===== src/rtl/div_unit_pkg.sv =====
// Shared encodings for the multi-cycle divider: FSM states, handshake levels, opcodes.
package div_unit_pkg;

  localparam int unsigned DIV_W     = 32;
  localparam int unsigned DIV_WW    = 2 * DIV_W + 1;
  localparam int unsigned DIV_CNT_W = 6;
  localparam logic [DIV_CNT_W-1:0] DIV_LAST_STEP = DIV_CNT_W'(DIV_W - 1);

  typedef enum logic [1:0] {
    DIV_FREE   = 2'b00,
    DIV_BYZERO = 2'b01,
    DIV_ON     = 2'b10,
    DIV_END    = 2'b11
  } div_state_t;

  localparam logic DIV_RESULT_READY     = 1'b1;
  localparam logic DIV_RESULT_NOT_READY = 1'b0;
  localparam logic DIV_START            = 1'b1;
  localparam logic DIV_STOP             = 1'b0;

  // Execute-stage opcodes that route to this unit.
  localparam logic [7:0] ALU_DIV  = 8'b0001_1010;
  localparam logic [7:0] ALU_DIVU = 8'b0001_1011;

endpackage


===== src/rtl/div_unit_step.sv =====
// One restoring-division iteration on the 65-bit working register.
module div_step
  import div_unit_pkg::*;
(
  input  logic [DIV_WW-1:0] i_w,
  input  logic [DIV_W-1:0]  i_divisor,
  output logic [DIV_WW-1:0] o_w_c
);

  logic [DIV_W:0] w_diff;
  logic           w_unused_msb;

  // The partial remainder never exceeds 31 bits before it is compared, so W[64] carries nothing.
  assign w_unused_msb = i_w[DIV_WW-1];
  assign w_diff       = {1'b0, i_w[2*DIV_W-1:DIV_W]} - {1'b0, i_divisor};

  always_comb begin
    if (w_diff[DIV_W]) begin
      o_w_c = {i_w[DIV_WW-2:0], 1'b0};
    end else begin
      o_w_c = {w_diff[DIV_W-1:0], i_w[DIV_W-1:0], 1'b1};
    end
  end

endmodule


===== src/rtl/div_unit.sv =====
// 32-bit multi-cycle divider sequencer returning {remainder, quotient}.
// Define DIV_SIGNED_EN to honor signed_div_i (operand negation and sign fix-up).
module div_unit
  import div_unit_pkg::*;
(
  input  logic                clk,
  input  logic                rst,
  input  logic                start_i,
  input  logic                annul_i,
  input  logic                signed_div_i,
  input  logic [DIV_W-1:0]    opdata1_i,
  input  logic [DIV_W-1:0]    opdata2_i,
  output logic [2*DIV_W-1:0]  result_o,
  output logic                ready_o
);

  div_state_t             r_state, w_state_nxt;
  logic [DIV_CNT_W-1:0]   r_cnt, w_cnt_nxt;
  logic [DIV_WW-1:0]      r_w, w_w_nxt, w_w_step;
  logic [DIV_W-1:0]       r_divisor, w_divisor_nxt;
  logic [2*DIV_W-1:0]     w_result_nxt;
  logic                   w_ready_nxt;
  logic [DIV_W-1:0]       w_op1, w_op2;
  logic [DIV_W-1:0]       w_quot, w_rem;
  logic                   r_neg_q, r_neg_r, w_neg_q_nxt, w_neg_r_nxt;
  logic                   w_neg_q_in, w_neg_r_in;

  div_step u_step (
    .i_w       (r_w),
    .i_divisor (r_divisor),
    .o_w_c     (w_w_step)
  );

`ifdef DIV_SIGNED_EN
  // Iterate on magnitudes; signs are latched at accept for the final fix-up.
  assign w_op1      = (signed_div_i && opdata1_i[DIV_W-1]) ? DIV_W'(~opdata1_i + 1'b1) : opdata1_i;
  assign w_op2      = (signed_div_i && opdata2_i[DIV_W-1]) ? DIV_W'(~opdata2_i + 1'b1) : opdata2_i;
  assign w_neg_q_in = signed_div_i && (opdata1_i[DIV_W-1] ^ opdata2_i[DIV_W-1]);
  assign w_neg_r_in = signed_div_i && opdata1_i[DIV_W-1];
  assign w_quot     = r_neg_q ? DIV_W'(~w_w_step[DIV_W-1:0] + 1'b1) : w_w_step[DIV_W-1:0];
  assign w_rem      = r_neg_r ? DIV_W'(~w_w_step[DIV_WW-1:DIV_W+1] + 1'b1)
                              : w_w_step[DIV_WW-1:DIV_W+1];
`else
  logic w_unused_sign;
  logic w_unused_neg;
  assign w_unused_sign = signed_div_i;
  assign w_unused_neg  = r_neg_q ^ r_neg_r;
  assign w_op1         = opdata1_i;
  assign w_op2         = opdata2_i;
  assign w_neg_q_in    = 1'b0;
  assign w_neg_r_in    = 1'b0;
  assign w_quot        = w_w_step[DIV_W-1:0];
  assign w_rem         = w_w_step[DIV_WW-1:DIV_W+1];
`endif

  always_ff @(posedge clk or posedge rst) begin
    if (rst) begin
      r_state   <= DIV_FREE;
      r_cnt     <= '0;
      r_w       <= '0;
      r_divisor <= '0;
      r_neg_q   <= 1'b0;
      r_neg_r   <= 1'b0;
      result_o  <= '0;
      ready_o   <= DIV_RESULT_NOT_READY;
    end else begin
      r_state   <= w_state_nxt;
      r_cnt     <= w_cnt_nxt;
      r_w       <= w_w_nxt;
      r_divisor <= w_divisor_nxt;
      r_neg_q   <= w_neg_q_nxt;
      r_neg_r   <= w_neg_r_nxt;
      result_o  <= w_result_nxt;
      ready_o   <= w_ready_nxt;
    end
  end

  always_comb begin
    w_state_nxt   = r_state;
    w_cnt_nxt     = r_cnt;
    w_w_nxt       = r_w;
    w_divisor_nxt = r_divisor;
    w_neg_q_nxt   = r_neg_q;
    w_neg_r_nxt   = r_neg_r;
    w_result_nxt  = result_o;
    w_ready_nxt   = ready_o;
    case (r_state)
      DIV_FREE: begin
        if (!annul_i && start_i == DIV_START) begin
          if (opdata2_i == '0) begin
            w_state_nxt = DIV_BYZERO;
          end else begin
            w_state_nxt   = DIV_ON;
            w_cnt_nxt     = '0;
            w_w_nxt       = {{DIV_W{1'b0}}, w_op1, 1'b0};
            w_divisor_nxt = w_op2;
            w_neg_q_nxt   = w_neg_q_in;
            w_neg_r_nxt   = w_neg_r_in;
          end
        end
      end
      DIV_BYZERO: begin
        if (annul_i) begin
          w_state_nxt = DIV_FREE;
        end else begin
          w_state_nxt  = DIV_END;
          w_result_nxt = '0;
          w_ready_nxt  = DIV_RESULT_READY;
        end
      end
      DIV_ON: begin
        if (annul_i) begin
          w_state_nxt = DIV_FREE;
        end else begin
          w_w_nxt   = w_w_step;
          w_cnt_nxt = DIV_CNT_W'(r_cnt + 1'b1);
          if (r_cnt == DIV_LAST_STEP) begin
            w_state_nxt  = DIV_END;
            w_result_nxt = {w_rem, w_quot};
            w_ready_nxt  = DIV_RESULT_READY;
          end
        end
      end
      DIV_END: begin
        if (start_i == DIV_STOP || annul_i) begin
          w_state_nxt  = DIV_FREE;
          w_result_nxt = '0;
          w_ready_nxt  = DIV_RESULT_NOT_READY;
        end
      end
      default: w_state_nxt = DIV_FREE;
    endcase
  end

endmodule


===== config.mk =====
export PLATFORM = sky130hd
export DESIGN_NAME = div_unit
export DESIGN_NICKNAME = d
export VERILOG_FILES = /design/src/rtl/div_unit_pkg.sv /design/src/rtl/div_unit_step.sv /design/src/rtl/div_unit.sv
export SDC_FILE = /design/constraint.sdc
export NUM_CORES = 1
export LEC_CHECK = 0
export ABC_AREA = 1
export BUFFER_PORTS_ARGS = -buffer_cell sky130_fd_sc_hd__buf_2
export CORE_MARGIN = 1
export CORE_UTILIZATION = 35
export CTS_CLUSTER_SIZE = 25
export DETAILED_ROUTE_END_ITERATION = 6
export SLEW_MARGIN = 20
export SYNTH_ARGS = -nofsm -noshare
export SYNTH_HDL_FRONTEND = slang
export SYNTH_SLANG_ARGS = --single-unit

===== constraint.sdc =====
create_clock -name clk -period 5.05 [get_ports clk]
set_input_delay 0.505 -clock clk [delete_from_list [all_inputs] [get_ports clk]]
set_output_delay 0.505 -clock clk [all_outputs]
set_load 0.005 [all_outputs]

# Word level (Yosys, flattened, before mapping)
# Index checks and enable logic that the tools add are counted.
dict set report op_classes {
  bitwise 2
  n_addsub 2
  n_reduce_logical 11
  n_mux 26
  n_eq_ne 11
}
# op n
set ops {}
lappend ops {{2-to-1 mux 64 bit} 7}
lappend ops {{case mux 64 bit (3 select lines)} 1}
lappend ops {{case mux 64 bit (2 select lines)} 1}
lappend ops {{2-to-1 mux 65 bit} 1}
lappend ops {{subtractor 32 x 32 -> 33 bit} 1}
lappend ops {{logical NOT 32 bit} 1}
lappend ops {{2-to-1 mux 6 bit} 3}
lappend ops {{2-to-1 mux 2 bit} 6}
lappend ops {{inequality test 2 bit (second input constant)} 6}
lappend ops {{case mux 6 bit (2 select lines)} 1}
lappend ops {{case mux 2 bit (4 select lines)} 1}
lappend ops {{adder 6 x 1 -> 6 bit (second input constant)} 1}
lappend ops {{equality test 6 x 5 -> 1 bit (second input constant)} 1}
lappend ops {{AND reduction 3 bit} 2}
lappend ops {{AND reduction 5 bit} 1}
lappend ops {{equality test 2 bit (second input constant)} 2}
lappend ops {{2-to-1 mux 1 bit} 4}
lappend ops {{AND reduction 4 bit} 1}
lappend ops {{inequality test 3 bit (second input constant)} 1}
lappend ops {{case mux 1 bit (3 select lines)} 1}
lappend ops {{nonzero test 3 bit} 1}
lappend ops {{equality test 2 x 1 -> 1 bit (second input constant)} 1}
lappend ops {{logical NOT 2 bit} 1}
lappend ops {{NOT 1 bit} 2}
lappend ops {{other kinds (4)} 4}
dict set report totals {
  inputBits 69
  output_inout_bits 65
  regBits 169
}

# Longest topological paths before layout
dict set report depth {
  depth_word 5
  mapped_depth 18
  depth_no_buf 17
}

# Cells and area by module
# Synthesis repeated with hierarchy kept, for this count alone.
dict set report hier_totals {
  hier_cells 1589
  hier_area_um2 10826.6
}
# module cells_per_inst seq_area_each_um2 area_per_inst_um2 n_inst
set by_module_without_submodules {}
lappend by_module_without_submodules {div_unit 913 4254.1 7470.9 1}
lappend by_module_without_submodules {div_step 676 0.0 3355.7 1}

# Worst setup path before layout
# Ideal clock, no wire load.
dict set report synth_path {
  path_type {register to register}
  from {reg r_w[32]}
  to {reg r_w[35]}
  path_slack_ns 2.870
  required_time_ns 4.933
  t_arrival_ns 2.063
  setup_time_ns 0.117
  stages_incl_launch_ff 19
  path_buffers 1
  path_cell_list {dfrtp_1 > inv_1 > ha_1 > fa_1 > inv_1 > nand3_1 > nand2_1 > nand2_1 > nand2_2 > nand2_2 > nand2_2 > nand2_4 > nand2_8 > inv_2 > buf_6 > nand2_2 > nand2_2 > nand3_1 > nand2_1}
}
dict set report synth_between {
  elab_chain_cells 4
}
# item line
set synth_rtl {}
lappend synth_rtl {{from (decl)} div_unit.sv:19} ;# logic [DIV_WW-1:0] r_w, w_w_nxt, w_w_step;
lappend synth_rtl {{from (signal assigned)} div_unit.sv:69} ;# r_w <= w_w_nxt;
lappend synth_rtl {{subtractor 32 x 32 -> 33 bit} div_unit_step.sv:15} ;# assign w_diff = {1'b0, i_w[2*DIV_W-1:DIV_W]} - {1'b0, i_divisor};
lappend synth_rtl {{2-to-1 mux 65 bit} div_unit_step.sv:18} ;# if (w_diff[DIV_W]) begin
lappend synth_rtl {{2-to-1 mux 64 bit} div_unit.sv:112} ;# if (annul_i) begin
lappend synth_rtl {{case mux 64 bit (2 select lines)} div_unit.sv:87} ;# case (r_state)
# Every way passes these cells. The select of a mux whose other input is x is not followed.
# A chain may end at the register's enable or synchronous reset.

# Worst setup path after layout
dict set report layout_path {
  from {reg r_state[0]}
  to {reg result_o[0]}
}
dict set report layout_between {
  elab_chain_cells 3
  elab_cells_between_ends 10
}
# item line
set layout_rtl {}
lappend layout_rtl {{from (decl)} div_unit.sv:17} ;# div_state_t r_state, w_state_nxt;
lappend layout_rtl {{from (signal assigned)} div_unit.sv:67} ;# r_state <= w_state_nxt;
lappend layout_rtl {{equality test 2 bit or equality test 2 x 1 -> 1 bit (tied branches)} div_unit.sv:87}
lappend layout_rtl {{inequality test 2 bit (no source line) or nonzero test 3 bit (tied branches)} -}
lappend layout_rtl {{AND reduction 5 bit (no source line)} -}
lappend layout_rtl {{to (signal assigned)} div_unit.sv:73} ;# result_o <= w_result_nxt;
lappend layout_rtl {{to (decl)} div_unit.sv:13} ;# output logic [2*DIV_W-1:0] result_o,
# Parallel ways exist; a longest one is shown, timed or not.

==> metrics.md <==
| Metric | Value |
|---|---|
| Run status | `complete, no violations` |
| Placed cell count | `slightly below 2,000` |
| Total grt overflow | `0` |
| Max-cap violation count | `0` |
| Skew-Pair Late Insertion Delay | `0.45 ns` |
| Predominant post-synthesis flop cell | `dfrtp_1` |
| Final WL | `between 20,000 and 30,000 µm` |
| Worst Tran Pin Value | `approximately 0.98 ns` |
| Leak Pwr | `a little under 7 nW` |
| Async SR Flop Fraction | `1.00` |
| Hold path cells | `3` |
| Setup Crit Path Kind | `flip-flop to flip-flop` |
| Clk pin slew, worst setup/hold paths | `approximately 0.08 ns` |
| Final setup fails | `0` |
| CTS tree | `done` |
| Unique masters post-synth | `34` |
| Core box area | `0.0287 mm²` |
| Mapped Area | `~0.01 mm²` |
| # H-tree levels | `4` |
| Cts bufs inserted | `17` |
| IO Port Bufs | `about 130` |
| Max_slew headroom | `0.346` |
| Final setup TNS | `0 ns` |
| Resize count post-CTS | `0` |
| DRT iter0 DRCs | `648` |
| Worst Path Max Fanout | `42` |
| Iteration count of the initial detailed-routing pass | `5` |
| Hold Buf Count CTS | `0` |
| Syn nets | `roughly 1,600` |
| Most common cell after layout, fill and taps aside | `nand2_1` |
| Fin crit period | `between 3 and 4 ns` |
| Row cnt | `62` |
| Wire per inst | `around 15 µm` |
| Slew Viols, Final | `0` |
| Worst reg2reg path depth | `9` |
| Hold Path Class | `input port to flip-flop` |
| FF-to-FF End | `result_o[0]` |
| Vias in the first global route | `9,321` |
| Layout cell share with drive strength beyond 1 | `0.132` |
| Postcts setup bufs | `0` |
| Met2 wire len | `between 10,000 and 15,000 µm` |
| DR WL met3 | `around 1900 µm` |
| Die Wd | `roughly 170 µm` |
| Clock Sinks | `approximately 170` |
| Worst-path cell chain | `inv_1, ha_4, inv_2, a31oi_1, nor3_4, inv_2, buf_4, nand2_1, o21ai_1` |
| Post-synthesis register bit count | `about 170` |
| Worst reg2reg path startpoint | `r_state[0]` |
| Highest metal used | `met4` |
| Global placer's final weighted congestion | `0.939` |
| Max incr delay on CP | `slightly above 0.6 ns` |
| CP Data Arrival Time | `between 3 and 4 ns` |
| Residual DRC | `0` |
| Commonest non-fill, non-tap cells in the layout | `nand2_1, nand3_1, inv_1, dfrtp_1, buf_2` |
| Fin nets | `approximately 1,700` |
| Peak Freq | `roughly 0.3 GHz` |
| Die area | `0.0299 mm²` |
| Number of synthesized flops with an enable pin | `0` |
| Initial antenna violation count | `0` |
| Synth Warn # | `0` |
| RSZ-0062 raised after global routing | `false` |
| Crit-path slowest cell | `inv_2` |
| Worst min-delay path endpoint | `r_divisor[20]` |
| Setup crit end kind | `flip-flop` |
| Fin crit share | `0.646` |
| Crit-path most repeated cell | `inv_2` |
| CP Buf/Inv Count | `4` |
| Peak VDD IR | `between 400 and 500 µV` |
| Hold Crit Start | `opdata2_i[20]` |
| Clk Tree Root Cell | `clkbuf_16` |
| Pin count of the biggest net entering global routing | `170` |
| Startpoint types | `flip-flop` |
| Power per cell area | `484 mW/mm²` |
| DR vias | `9,558` |
| DP HPWL | `approximately 21,000 µm` |
| Final clock skew | `roughly 0.015 ns` |
| Register area share after synthesis | `0.414` |
| Wl on met1 | `between 10,000 and 15,000 µm` |
| Die height | `173 µm` |
| Initial Util | `0.356` |
| Boundary Pins | `between 100 and 150` |
| Syn_area_per_cell | `between 6 and 7 µm²` |
| First-pass GRT wire length | `between 40,000 and 50,000 µm` |
| # diodes | `0` |
| Final Hold Fails | `0` |
| Drt via density | `a little under 5` |
| R2R setup slack | `1.79 ns` |
| Crit path max-delay family | `buffers and inverters` |
| Global-route usage over all layers | `0.205` |
| CP Data Required Time | `about 5.4 ns` |
| Clock Path Buffers | `2` |
| Final cell count without fillers | `1,965` |
| Post-route ant nets | `0` |
| P&R area growth vs syn | `15.1%` |
| Mapped Cells | `roughly 1,500` |
==> cell families (layout without fill, tap and decap cells) <==
logic type	count (synthesis)	after routing	share of synthesized area
AND/OR/NAND/NOR	923	923	0.387
buffers and inverters	250	362	0.0992
XOR/XNOR	14	14	0.0120
AO/OA/AOI/OAI	74	74	0.0403
multiplexers	1	1	0.00110
adder cells (fa/ha/maj)	38	38	0.0472
flip-flops	169	169	0.414
==> cells in the mapped netlist, types with 2 or more instances <==
library cell | number | area share
nand2_1 | 563 | 0.21
nand3_1 | 222 | 0.11
inv_1 | 185 | 0.068
dfrtp_1 | 169 | 0.41
nor2_1 | 68 | 0.025
ha_1 | 37 | 0.045
o21ai_0 | 36 | 0.018
nand4_1 | 34 | 0.021
buf_2 | 31 | 0.015
a21oi_1 | 22 | 0.011
nand2_2 | 19 | 0.012
clkbuf_1 | 15 | 0.0055
buf_1 | 8 | 0.0029
xnor2_1 | 8 | 0.0069
nand3b_1 | 6 | 0.0044
xor2_1 | 6 | 0.0051
buf_6 | 5 | 0.0055
inv_2 | 5 | 0.0018
o21bai_1 | 4 | 0.0029
o31ai_1 | 4 | 0.0029
nor2_2 | 3 | 0.0018
nor3_1 | 3 | 0.0015
o21ai_1 | 3 | 0.0015
a21o_1 | 2 | 0.0015
nand2_4 | 2 | 0.0022
==> metal layers <==
| layer | up-vias | GRT usage |
|---|---|---|
| met5 | - | 0 |
| met4 | 0 | 0.0627 |
| met3 | 31 | 0.0435 |
| met2 | 271 | 0.318 |
| met1 | 4425 | 0.285 |
| li1 | 4831 | - |
==> state kept, by name, summed over array words and instances, names as in the netlist <==
register and cells:
ready_o 1, r_divisor 32, result_o 64, r_state 2, r_w 64, r_cnt 6
==> metrics by stage <==
step	total power, mW	util	instance area [µm²]	worst slack, ns	hold WS (ns)
floorplan	3.63	-	10200	2.39	0.452
global placement	4.32	0.389	11200	1.79	0.461
detailed placement	4.36	0.389	11200	1.77	0.460
CTS	5.75	0.410	11800	1.73	0.271
global route	6.14	0.410	11800	1.55	0.290
finish	5.70	0.410	11800	1.79	0.288
==> worst max-delay path by stage <==
stage / startpoint / endpoint / slack, ns / cells after the start
finish: r_state[0] / result_o[0] / 1.79 / 9
global route: r_state[0] / result_o[0] / 1.55 / 9
CTS: r_state[0] / result_o[1] / 1.73 / 9
detailed placement: r_state[0] / result_o[0] / 1.77 / 9
global placement: r_state[0] / result_o[0] / 1.79 / 8
floorplan: rst / r_cnt[0] / 2.39 / 1
==> cell type report <==
cell class,count,area (µm²)
clock buffer,17,425
clock inverter,15,193
fill,3059,16900
inverter,191,721
multi-input combinational,1050,5000
sequential,169,4230
tap,384,480
timing repair buffer,139,726
==> worst min-delay path: cells and delay by family <==
family	cells	cell delay, ns
buffers and inverters	1	0.09
AND/OR/NAND/NOR	1	0.04
AO/OA/AOI/OAI	1	0.06
==> report_power, final <==
group,total [mW],switching [mW],internal [mW]
Clock,1.37,0.657,0.717
Sequential,1.82,0.156,1.66
Combinational,2.51,1.84,0.669
(Power assumes the default switching activity.)
